**src/rtl/log_rr_arbiter.sv**
```systemverilog
// log_rr_arbiter: round-robin front end for the central logger.
// Shares one log sink among NUM_CLIENTS requesters, drops requests below the
// run-time severity level (acknowledging them), and holds one registered entry
// for the sink behind a valid/ready handshake. Keeps saturating forward/drop counts.
// Optional feature: define LOG_ARB_TIMESTAMP_EN to add a free-running TS_W-bit
// timestamp captured into out_ts at each forwarded grant.
module log_rr_arbiter #(
   parameter int unsigned NUM_CLIENTS = 4,
   parameter int unsigned DATA_W      = 8,
   parameter int unsigned TS_W        = 16
) (
   input  logic                              clk,
   input  logic                              rst_n,
   input  logic                              cfg_valid,
   input  logic [1:0]                        cfg_level,
   input  logic [NUM_CLIENTS-1:0]            req_valid,
   input  logic [2*NUM_CLIENTS-1:0]          req_type,
   input  logic [DATA_W*NUM_CLIENTS-1:0]     req_data,
   output logic [NUM_CLIENTS-1:0]            req_ready,
   output logic                              out_valid,
   input  logic                              out_ready,
   output logic [1:0]                        out_type,
   output logic [DATA_W-1:0]                 out_data,
   output logic [$clog2(NUM_CLIENTS)-1:0]    out_src,
`ifdef LOG_ARB_TIMESTAMP_EN
   output logic [TS_W-1:0]                   out_ts,
`endif
   output logic [15:0]                       fwd_count,
   output logic [15:0]                       drop_count
);

   localparam int unsigned        SRC_W = $clog2(NUM_CLIENTS);
   localparam logic [SRC_W:0]     NUM_W = (SRC_W+1)'(NUM_CLIENTS);
   localparam logic [SRC_W-1:0]   LAST  = SRC_W'(NUM_CLIENTS - 1);

   typedef enum logic [1:0] {
      LVL_OFF     = 2'd0,
      LVL_ERROR   = 2'd1,
      LVL_WARNING = 2'd2,
      LVL_INFO    = 2'd3
   } level_e;

   typedef enum logic {
      ST_EMPTY = 1'b0,
      ST_FULL  = 1'b1
   } state_e;

   state_e              state_q, state_d;
   level_e              level_q, level_d;
   logic [SRC_W-1:0]    rr_ptr_q, rr_ptr_d;
   logic [1:0]          out_type_q, out_type_d;
   logic [DATA_W-1:0]   out_data_q, out_data_d;
   logic [SRC_W-1:0]    out_src_q, out_src_d;
   logic [15:0]         fwd_count_q, fwd_count_d;
   logic [15:0]         drop_count_q, drop_count_d;

   logic [1:0]          type_a [NUM_CLIENTS];
   logic [DATA_W-1:0]   data_a [NUM_CLIENTS];

   logic                grant_found;
   logic [SRC_W-1:0]    grant_idx;
   logic [SRC_W:0]      scan_sum;
   logic                grant_pass;
   logic                can_accept;
   logic                grant_accept;
   logic                fwd_accept;
   logic                drop_accept;
   logic                drain;

   // Severity filter: type 3 (reserved) only reaches the sink at INFO level.
   function automatic logic passes(input logic [1:0] typ, input level_e lvl);
      logic ok;
      case (lvl)
         LVL_INFO:    ok = 1'b1;
         LVL_WARNING: ok = (typ == 2'd1) || (typ == 2'd2);
         LVL_ERROR:   ok = (typ == 2'd2);
         default:     ok = 1'b0;
      endcase
      return ok;
   endfunction

   for (genvar gi = 0; gi < NUM_CLIENTS; gi++) begin : g_unpack
      assign type_a[gi] = req_type[2*gi +: 2];
      assign data_a[gi] = req_data[DATA_W*gi +: DATA_W];
   end

   // Round-robin scan: first valid client starting at rr_ptr, wrapping mod NUM_CLIENTS.
   always_comb begin
      grant_found = 1'b0;
      grant_idx   = '0;
      scan_sum    = '0;
      for (int unsigned i = 0; i < NUM_CLIENTS; i++) begin
         scan_sum = {1'b0, rr_ptr_q} + (SRC_W+1)'(i);
         if (scan_sum >= NUM_W) scan_sum = scan_sum - NUM_W;
         if (!grant_found && req_valid[scan_sum[SRC_W-1:0]]) begin
            grant_found = 1'b1;
            grant_idx   = scan_sum[SRC_W-1:0];
         end
      end
   end

   // Accept decision and next-state computation for every register.
   always_comb begin
      grant_pass   = passes(type_a[grant_idx], level_q);
      can_accept   = (state_q == ST_EMPTY) || out_ready;
      // Filtered grants never touch the output register, so they need no space.
      grant_accept = grant_found && (!grant_pass || can_accept);
      fwd_accept   = grant_accept && grant_pass;
      drop_accept  = grant_accept && !grant_pass;
      drain        = (state_q == ST_FULL) && out_ready;

      req_ready = grant_accept ? (NUM_CLIENTS'(1) << grant_idx) : '0;

      level_d  = cfg_valid ? level_e'(cfg_level) : level_q;
      rr_ptr_d = rr_ptr_q;
      if (grant_accept) rr_ptr_d = (grant_idx == LAST) ? '0 : grant_idx + SRC_W'(1);

      state_d    = state_q;
      out_type_d = out_type_q;
      out_data_d = out_data_q;
      out_src_d  = out_src_q;
      if (fwd_accept) begin
         state_d    = ST_FULL;
         out_type_d = type_a[grant_idx];
         out_data_d = data_a[grant_idx];
         out_src_d  = grant_idx;
      end else if (drain) begin
         state_d = ST_EMPTY;
      end

      fwd_count_d = fwd_count_q;
      if (drain && (fwd_count_q != '1)) fwd_count_d = fwd_count_q + 16'd1;
      drop_count_d = drop_count_q;
      if (drop_accept && (drop_count_q != '1)) drop_count_d = drop_count_q + 16'd1;
   end

   // Arbiter state, output entry register and counters.
   always_ff @(posedge clk or negedge rst_n) begin
      if (!rst_n) begin
         state_q      <= ST_EMPTY;
         level_q      <= LVL_OFF;
         rr_ptr_q     <= '0;
         out_type_q   <= '0;
         out_data_q   <= '0;
         out_src_q    <= '0;
         fwd_count_q  <= '0;
         drop_count_q <= '0;
      end else begin
         state_q      <= state_d;
         level_q      <= level_d;
         rr_ptr_q     <= rr_ptr_d;
         out_type_q   <= out_type_d;
         out_data_q   <= out_data_d;
         out_src_q    <= out_src_d;
         fwd_count_q  <= fwd_count_d;
         drop_count_q <= drop_count_d;
      end
   end

   assign out_valid  = (state_q == ST_FULL);
   assign out_type   = out_type_q;
   assign out_data   = out_data_q;
   assign out_src    = out_src_q;
   assign fwd_count  = fwd_count_q;
   assign drop_count = drop_count_q;

`ifdef LOG_ARB_TIMESTAMP_EN
   logic [TS_W-1:0] ts_q, ts_d;
   logic [TS_W-1:0] out_ts_q, out_ts_d;

   // Free-running timestamp; the grant-cycle value travels with the entry.
   always_comb begin
      ts_d     = ts_q + TS_W'(1);
      out_ts_d = fwd_accept ? ts_q : out_ts_q;
   end

   // Timestamp counter and captured entry timestamp.
   always_ff @(posedge clk or negedge rst_n) begin
      if (!rst_n) begin
         ts_q     <= '0;
         out_ts_q <= '0;
      end else begin
         ts_q     <= ts_d;
         out_ts_q <= out_ts_d;
      end
   end

   assign out_ts = out_ts_q;
`else
   // TS_W only sizes the timestamp path, which is absent in this build.
   if (TS_W == 0) begin : g_no_ts
   end
`endif

endmodule

```
**config.mk**
```make
export PLATFORM = sky130hd
export DESIGN_NAME = log_rr_arbiter
export DESIGN_NICKNAME = d
export VERILOG_FILES = /design/src/rtl/log_rr_arbiter.sv
export SDC_FILE = /design/constraint.sdc
export NUM_CORES = 1
export LEC_CHECK = 0
export CORE_UTILIZATION = 30
export CTS_CLUSTER_DIAMETER = 40
export DETAILED_ROUTE_END_ITERATION = 10
export PLACE_DENSITY = 0.56
export SLEW_MARGIN = 0
export SYNTH_ARGS = -nofsm -noshare
export SYNTH_HDL_FRONTEND = slang
export SYNTH_SLANG_ARGS = --single-unit
export TNS_END_PERCENT = 10
```
**constraint.sdc**
```tcl
create_clock -name clk -period 3.2 [get_ports clk]
set_input_delay 0.48 -clock clk [delete_from_list [all_inputs] [get_ports clk]]
set_output_delay 0.48 -clock clk [all_outputs]
set_load 0.05 [all_outputs]
```
* Word level (Yosys, flattened, before mapping)
Cells that the tools add are included.
** Storage, ports and cells
- Register bits after elaboration :: 49
- Output and inout bits :: 49
- Word-level logic and storage cells :: 86
** Cells by class
- Add/sub/neg operators :: 10
- $lt $le $gt $ge :: 9
- Eq/ne operators :: 8
- Shifts and indexed selects :: 1
- Mux-type cells :: 31
- Bitwise gates (word level) :: 2
- Reduce and logical (&&, ||, !) cells :: 17
** Operators with widths (number)
- 16-bit by 1-bit adder with 16-bit output, second input constant :: 2
- 16-bit inequality test, second input constant :: 2
- 2-bit two-way mux :: 11
- 8-bit binary-select mux with 2-bit select :: 1
- 8-bit two-way mux :: 2
- 3-bit >= comparator, second input constant :: 4
- 2-bit by 3-bit less-than comparator with 1-bit output, second input constant :: 4
- 1-bit two-way mux :: 10
- 1-bit logical AND :: 9
- 1-bit binary-select mux with 2-bit select :: 4
- 2-bit equality test, second input constant :: 4
- 2-bit by 1-bit subtractor with 2-bit output, second input constant :: 4
- 2-bit by 2-bit adder with 3-bit output, second input constant :: 2
- 2-bit binary-select mux with 2-bit select :: 1
- 2-bit by 1-bit equality test with 1-bit output, second input constant :: 2
- 1-bit zero test :: 4
- 4-bit two-way mux :: 1
- 1-bit by 2-bit left shift with 4-bit output, first input constant :: 1
- 2-bit by 1-bit adder with 3-bit output, second input constant :: 1
- 2-bit by 3-bit >= comparator with 1-bit output, second input constant :: 1
- 1-bit logical OR :: 3
- 2-bit inverter with 3-bit output :: 1
- 1-bit one-hot mux with 3 select lines :: 1
- 2-bit by 1-bit adder with 2-bit output, second input constant :: 1
- 2 further kinds :: 2

* Longest topological paths before layout
Gate-level depths: netlist of the first run.
- Depth after elaboration :: 26
- Depth in mapped cells :: 13

* Worst setup path before layout of the first run
Ideal clock, no wire load.
- Kind :: input -> output
- Start point :: input port req_valid[2]
- End point :: output port req_ready[0]
- Arrival time :: 2.811 ns
- Path slack :: -0.091 ns
- Stages on the path :: 13
- Cell sequence :: nor2b_1 > a221o_1 > and2_1 > buf_2 > buf_6 > mux2i_1 > mux2_2 > ha_1 > a21o_1 > nand2_1 > nor2_1 > nor2_1 > and2_1
** On the way
- Longest elaborated chain between the ends :: 23
** RTL lines
- start: declaration :: RTL line 16 : input logic [NUM_CLIENTS-1:0] req_valid,
- 1-bit binary-select mux with 2-bit select :: RTL line 95 : if (!grant_found && req_valid[scan_sum[SRC_W-1:0]]) begin
- 1-bit two-way mux (implied by the code) :: RTL line 95
- 1-bit two-way mux :: RTL line 95
- 1-bit zero test :: RTL line 95
- 1-bit logical AND :: RTL line 95
- 1-bit two-way mux :: RTL line 95
- 1-bit zero test :: RTL line 95
- 1-bit logical AND :: RTL line 95
- [6 not listed]
- 2-bit two-way mux (implied by the code) (2 in a row) :: RTL line 104 : grant_pass = passes(type_a[grant_idx], level_q);
- 2-bit by 1-bit equality test with 1-bit output or 2-bit equality test (tied branches) :: RTL line 75, 76
- 1-bit logical OR :: RTL line 75 : LVL_WARNING: ok = (typ == 2'd1) || (typ == 2'd2);
- 1-bit one-hot mux with 3 select lines :: RTL line 73 : case (lvl)
- 1-bit zero test :: RTL line 107 : grant_accept = grant_found && (!grant_pass || can_accept);
- 1-bit logical OR :: RTL line 107
- 1-bit logical AND :: RTL line 107
- 4-bit two-way mux (*) :: RTL line 112 : req_ready = grant_accept ? (NUM_CLIENTS'(1) << grant_idx) : '0;
- end: declaration :: RTL line 19 : output logic [NUM_CLIENTS-1:0] req_ready,
Every way passes the cells marked *; elsewhere a longest branch is shown, timed or not. The select of a mux whose other input is x is not followed.

* Worst setup path in the final report of the first run
- Start point :: input port req_valid[0]
- End point :: output port req_ready[3]
Same word-level chain as after synthesis.

==> flow_summary_export.csv, run 1 <==
group,metric,value,unit
clock_tree,path_clk_slew,0.09,ns
grt,antenna_found_initial,0,
placed_design,dp_slack,-0.420,ns
final_layout,diodes,0,
sta,final.setup.worst_slack,0.0123,ns
sta,finalSetupViolCount,0,
floorplanning,ios,99,
worst_setup_path,worstPathCellList,"dlygate4sd2_1 > buf_4 > nor2b_1 > o21bai_1 > and2_4 > mux2i_1 > mux2i_4 > ha_4 > nand2b_1 > nand2_2 > nor2_4 > nor2_4 > and2_4 > buf_12",
worst_setup_path,cp-start-kind,"input port",
sta,finalCriticalPeriod,3.19,ns
floorplanning,die_w,95.8,um
drt,firstDrtPassIters,4,
logic_synthesis,yosysMostFrequentCell,"dfrtp_1",
grt,grtUsageTotal,0.150,
sta,clock_skew,0.00698,ns
logic_synthesis,synth_top_area_cell,"dfrtp_1",
sta,slew_violations,0,
logic_synthesis,synthCells,243,
logic_synthesis,ys_warn_count,0,
logic_synthesis,async_reset_ff_frac,1.00,
logic_synthesis,synth_area_leaders,"dfrtp_1, mux2i_1, xnor2_1, nand2_1, ha_1",
worst_setup_path,cpPeakStageDelay,0.33,ns
clock_tree,numCtsBuffers,5,
clock_tree,root_buffer,"clkbuf_8",
logic_synthesis,ys_ff_latch,49,
clock_tree,clock-sinks,49,
sta,whs,0.252,ns
sta,maxSlewHeadroom,0.474,
logic_synthesis,ys_top_cells_by_count,"dfrtp_1, nand2_1, xnor2_1",
final_layout,fillers,791,
floorplanning,rows,33,
power,p_per_area,812,nW/um2
drt,viasPerCell,4.88,
placed_design,placed_area,3960,um2
clock_tree,tritoncts,"yes",
final_layout,fin_area,4190,um2
worst_setup_path,end_kind,"primary output",
hold_path,hp-class,"in -> async",
sta,tns,0,ns
worst_setup_path,critical_path.slowest_cell,"mux2i_1",
placed_design,dp_hpwl,5.05,mm
floorplanning,die-area,9170,um2
worst_setup_path,critPathKind,"in -> out",
final_layout,final_nets,434,
final_layout,multi_input_area,1430,um2
sta,finalCritPeriodShare,0.996,
logic_synthesis,synth_edf_count,0,
drt,totalWireLength,6.82,mm
floorplanning,start_util,0.315,
power,power.total,3.40,mW
power,p_leak,1.81,nW
placed_design,port_buffers,98,
power,peakVddDrop,0.000641,V
logic_synthesis,synth_area,2640,um2
logic_synthesis,syn_nets,300,
worst_setup_path,worstPathRequired,2.72,ns
sta,worst_slew_pin_slew,0.789,ns
logic_synthesis,syn_avg_cell_area,10.9,um2
grt,grt_pass1_vias,2252,
logic_synthesis,synth-main-ff-cell,"dfrtp_1",
worst_setup_path,worst-endpoint-arrival,2.71,ns
clock_tree,clock_latency,0.30,ns
logic_synthesis,ys_types,44,
floorplanning,core,8380,um2
clock_tree,h-tree-depth,2,
drt,ant_nets,0,
sta,final-hold-violation-count,0,
drt,drt-initial-drc-count,72,
drt,num_vias,2352,
sta,clock.fmax,314,MHz
outcome,outcome,"complete, no violations",
floorplanning,fp.dieH,95.8,um
grt,grt_max_degree,36,
final_layout,areaGrowthSynthToFinish,58.8,%
final_layout,register_area,1230,um2
logic_synthesis,synth_seq_area_share,0.465,
placed_design,gp_congestion,0.745,
grt,grt_pass1_wl,10.7,mm
worst_setup_path,path_max_fanout,6,
flow_run,cap_violations,0,
drt,wl_per_cell,14.1,um
sta,rsz0062_at_grt,"yes",
logic_synthesis,yosysTopAreaCellShare,0.465,
clock_tree,clock_path_buffers,2,
grt,gr-total-overflow,0,
drt,drc,0,
final_layout,drive_gt1_frac,0.194,
[logic make-up (layout without fill, tap and decap cells)]
group / count (synthesis) / after routing / share of synthesized area
xor+xnor: 28 / 28 / 0.0929
compound gates: 28 / 28 / 0.0858
buf+inv: 9 / 143 / 0.0261
mux: 26 / 26 / 0.101
simple gates: 96 / 96 / 0.196
fa+ha+maj: 7 / 7 / 0.0332
flops: 49 / 49 / 0.465
[metal layers]
layer / routed length [um] / GRT usage
met3: 402 / 0.0245
met2: 3280 / 0.248
met4: 85 / 0.0510
met5: 0 / 0
met1: 3050 / 0.198
[layout by cell type (no fill, tap or decap), types with 2 or more instances in the layout]
master	synthesis	routed
clkdlybuf4s50_1	0	89
dfrtp_1	49	49
nand2_1	33	32
buf_4	1	32
xnor2_1	21	21
mux2i_1	20	18
nand4_1	11	11
nor2_1	11	9
o221ai_1	9	8
nand3_1	7	7
xor2_1	7	7
ha_1	7	6
clkbuf_8	0	6
buf_12	0	6
and2_4	0	5
mux2_2	6	5
nor3_1	4	4
and4_1	4	4
nand2b_1	3	3
a21oi_1	3	3
and2_1	8	3
and3_1	3	3
dlygate4sd2_1	0	3
inv_2	2	2
nor2b_1	2	2
or2b_1	2	2
nor2_4	0	2
nand4b_1	2	2
a211oi_1	2	2
o21ai_0	2	2
[power breakdown]
| part | internal [mW] | switching, mW |
|---|---|---|
| registers | 0.795 | 0.167 |
| logic | 0.917 | 1.16 |
| clock network | 0.172 | 0.197 |
[critical path: cells and delay by family]
family,cells,cell delay [ns]
compound gates,1,0.13
mux,2,0.46
simple gates,7,0.84
fa+ha+maj,1,0.28
buf+inv,3,0.52
[state kept, by name (all words and copies together) (netlist names)]
name,count
rr_ptr_q,2
drop_count,16
fwd_count,16
level_q,2
out_type,2
out_src,2
out_data,8
out_valid,1
[per-stage QoR]
step | instances | utilization
6_report | 482 | 0.500
5_1_grt | 482 | 0.500
4_1_cts | 478 | 0.492
3_5_place_dp | 467 | 0.472
3_3_place_gp | 467 | 0.472
2_1_floorplan | 243 | -
[path summary, 6_finish.rpt]
path	from	to	slack (ns)	cells past startpoint
worst max-delay path	req_valid[0]	req_ready[3]	0.01	14
worst min-delay path	rst_n	drop_count[2]	0.25	1
worst max register to register	rr_ptr_q[1]	drop_count[1]	0.14	14
worst min register to register	out_src[0]	out_src[0]	0.49	2
max in group asynchronous	rst_n	fwd_count[11]	2.33	2
min in group clk	out_src[0]	out_src[0]	0.49	2
[layout make-up]
type                    count  area share
multi-input cells         185       0.341
repair buffers            133       0.312
flip-flops and latches     49       0.293
well taps                 105      0.0314
clock buffers               7      0.0206
inverters                   3     0.00269
[timing repair]
action,CTS,global route
hold buffers,0,0
gates resized for setup,18,6
setup buffers,4,4
setup endpoints to repair,12,13
pin swaps,3,2
Power figures use the tool's default switching activity.
==> run 2, diff against run 1 <==
--- a/config.mk
+++ b/config.mk
@@ -8,7 +8,7 @@
 export CORE_UTILIZATION = 30
 export CTS_CLUSTER_DIAMETER = 40
 export DETAILED_ROUTE_END_ITERATION = 10
-export PLACE_DENSITY = 0.56
+export MAX_ROUTING_LAYER = met4
 export SLEW_MARGIN = 0
 export SYNTH_ARGS = -nofsm -noshare
 export SYNTH_HDL_FRONTEND = slang
==> run 2 against run 1 <==
Effect of this change:
- sequential power barely moved
- wire length decreased by 0.89%
- sequential share of layout area rose by 0.68 points
- combinational power down 3%
- clock power grew 7.9%
- critical path depth shrank 2
- critical endpoint unchanged
- largest power group unchanged
- highest routed layer unchanged
==> flow_summary_export.csv, run 2 (same netlist as run 1, synthesis figures left out) <==
group,metric,value,unit
outcome,outcome,"complete, no violations",
final_layout,final_nets,425,
sta,slew_violations,0,
grt,grt_pass1_wl,10.6,mm
final_layout,areaGrowthSynthToFinish,55.3,%
final_layout,finalNonFillerCells,474,
floorplanning,ios,99,
final_layout,multi_input_area,1420,um2
clock_tree,h-tree-depth,2,
floorplanning,fp.dieH,95.8,um
final_layout,final_cell_mix,"clkdlybuf4s50_1, dfrtp_1, nand2_1, buf_4, xnor2_1",
sta,tns,0,ns
worst_setup_path,path_max_fanout,5,
placed_design,port_buffers,98,
clock_tree,numCtsBuffers,5,
placed_design,dp_cells,462,
grt,grt_max_degree,27,
final_layout,register_area,1230,um2
clock_tree,path_clk_slew,0.08,ns
drt,wl_per_cell,14.3,um
clock_tree,clock_latency,0.30,ns
worst_setup_path,worstReg2RegEnd,"drop_count[1]",
sta,final.setup.worst_slack,0.0945,ns
worst_setup_path,reg2reg_depth,12,
worst_setup_path,end_kind,"primary output",
sta,worst_slew_pin_slew,0.822,ns
worst_setup_path,cpPeakStageDelay,0.42,ns
worst_setup_path,worst-endpoint-arrival,2.63,ns
final_layout,fillers,817,
worst_setup_path,crit_family,"simple AND/OR/NAND/NOR gates",
worst_setup_path,critPathKind,"reg -> out",
drt,viasPerCell,4.90,
drt,firstDrtPassIters,4,
drt,ant_nets,0,
grt,antenna_found_initial,0,
drt,drt-initial-drc-count,70,
grt,grt_pass1_vias,2219,
placed_design,dp_slack,-0.410,ns
final_layout,diodes,0,
drt,drc,0,
sta,finalSetupViolCount,0,
worst_setup_path,rrSetupSlack,0.12,ns
final_layout,drive_gt1_frac,0.187,
floorplanning,start_util,0.315,
clock_tree,tritoncts,"yes",
grt,gr-total-overflow,0,
sta,finalCritPeriodShare,0.970,
sta,final-hold-violation-count,0,
sta,maxSlewHeadroom,0.447,
worst_setup_path,crit_buf_inv,1,
worst_setup_path,worstPathCellList,"nand2_2 > a221o_1 > and2_4 > mux2i_2 > mux2_4 > ha_4 > a21o_1 > nand2_2 > nor2_4 > nor2_4 > and2_4 > buf_12",
floorplanning,rows,33,
power,peakVddDrop,0.000536,V
clock_tree,root_buffer,"clkbuf_8",
clock_tree,clock-sinks,49,
floorplanning,die-area,9170,um2
final_layout,utilization,0.489,
placed_design,dp_hpwl,5.17,mm
sta,clock.fmax,322,MHz
flow_run,cap_violations,0,
power,power.total,3.36,mW
hold_path,hp-class,"in -> async",
worst_setup_path,cp-start-kind,"flop",
power,p_leak,1.76,nW
sta,finalCriticalPeriod,3.11,ns
floorplanning,core,8380,um2
clock_tree,cts_hold_buffers,0,
worst_setup_path,worstReg2RegStart,"rr_ptr_q[1]",
worst_setup_path,critical_path.slowest_cell,"dfrtp_2",
sta,clock_skew,0.0110,ns
drt,num_vias,2321,
placed_design,gp_congestion,0.804,
power,p_per_area,821,nW/um2
worst_setup_path,worstPathRequired,2.72,ns
final_layout,final_common_cell,"clkdlybuf4s50_1",
clock_tree,clock_path_buffers,2,
grt,grtUsageTotal,0.152,
drt,totalWireLength,6.76,mm
floorplanning,die_w,95.8,um
-- run 2: changes by cell type in the layout (fill, tap and decap cells not counted), sizes merged --
cell | previous run | this run
dlygate4sd2 | 3 | 2
clkinv | 0 | 1
clkdlybuf4s15 | 0 | 1
clkbuf | 7 | 8
dlymetal6s2s | 1 | 0
buf | 40 | 31
-- run 2: repair_timing --
action,4_1_cts,5_1_grt
resized for setup,16,12
pin swaps,9,7
buffers inserted,3,2
endpoints found under the setup margin,15,9
-- run 2: worst reg2reg max path, delay by kind of cell, from the launching register on --
family / cells / cell delay [ns]
simple gates: 2 / 0.25
buf+inv: 2 / 0.26
compound gates: 4 / 1.06
mux: 3 / 0.82
flops: 1 / 0.42
fa+ha+maj: 1 / 0.16
-- run 2: how the worst max path moves through the flow --
stage	from	endpoint	slack (ns)	cells after the start
global placement	req_valid[2]	req_ready[1]	-0.34	14
detailed placement	req_valid[0]	drop_count[14]	-0.41	14
finish	rr_ptr_q[1]	req_ready[3]	0.09	12
global route	rr_ptr_q[1]	req_ready[0]	-0.003	12
CTS	req_valid[2]	req_ready[3]	0.01	13
floorplan	req_valid[2]	req_ready[1]	-0.09	13
-- run 2: final cells by class --
class                   instances  area share
multi-input cells             185       0.346
flip-flops and latches         49       0.299
repair buffers                124       0.295
well taps                     105      0.0321
clock buffers                   7      0.0235
inverters                       3     0.00275
clock inverters                 1     0.00122
-- run 2: layer usage --
| metal | track usage | vias up | share of wire |
|---|---|---|---|
| met2 | 0.247 | 61 | 0.49 |
| li1 | - | 1128 | - |
| met1 | 0.193 | 1126 | 0.44 |
| met4 | 0.0448 | 0 | 0.011 |
| met5 | - | - | 0 |
| met3 | 0.0276 | 6 | 0.057 |
-- run 2: through the flow --
step / instance area, um2 / hold slack, ns
after floorplan: 2640 / 0.184
after global placement: 3890 / 0.465
after detailed placement: 3890 / 0.472
after CTS: 4040 / 0.180
after global routing: 4100 / 0.202
final: 4100 / 0.161
-- run 2: report_power, final --
group	leakage, nW	internal, mW	switching, mW	total [mW]
sequential	0.626	0.796	0.169	0.965
clock	0.0542	0.196	0.202	0.398
combinational	1.08	0.854	1.15	2.00
==> run 3, diff against run 2 <==
--- a/config.mk
+++ b/config.mk
@@ -5,6 +5,7 @@
 export SDC_FILE = /design/constraint.sdc
 export NUM_CORES = 1
 export LEC_CHECK = 0
+export CAP_MARGIN = 20
 export CORE_UTILIZATION = 30
 export CTS_CLUSTER_DIAMETER = 40
 export DETAILED_ROUTE_END_ITERATION = 10
==> results of run 3 <==
The final DEF is identical to that of run 2; final timing and power are the same.
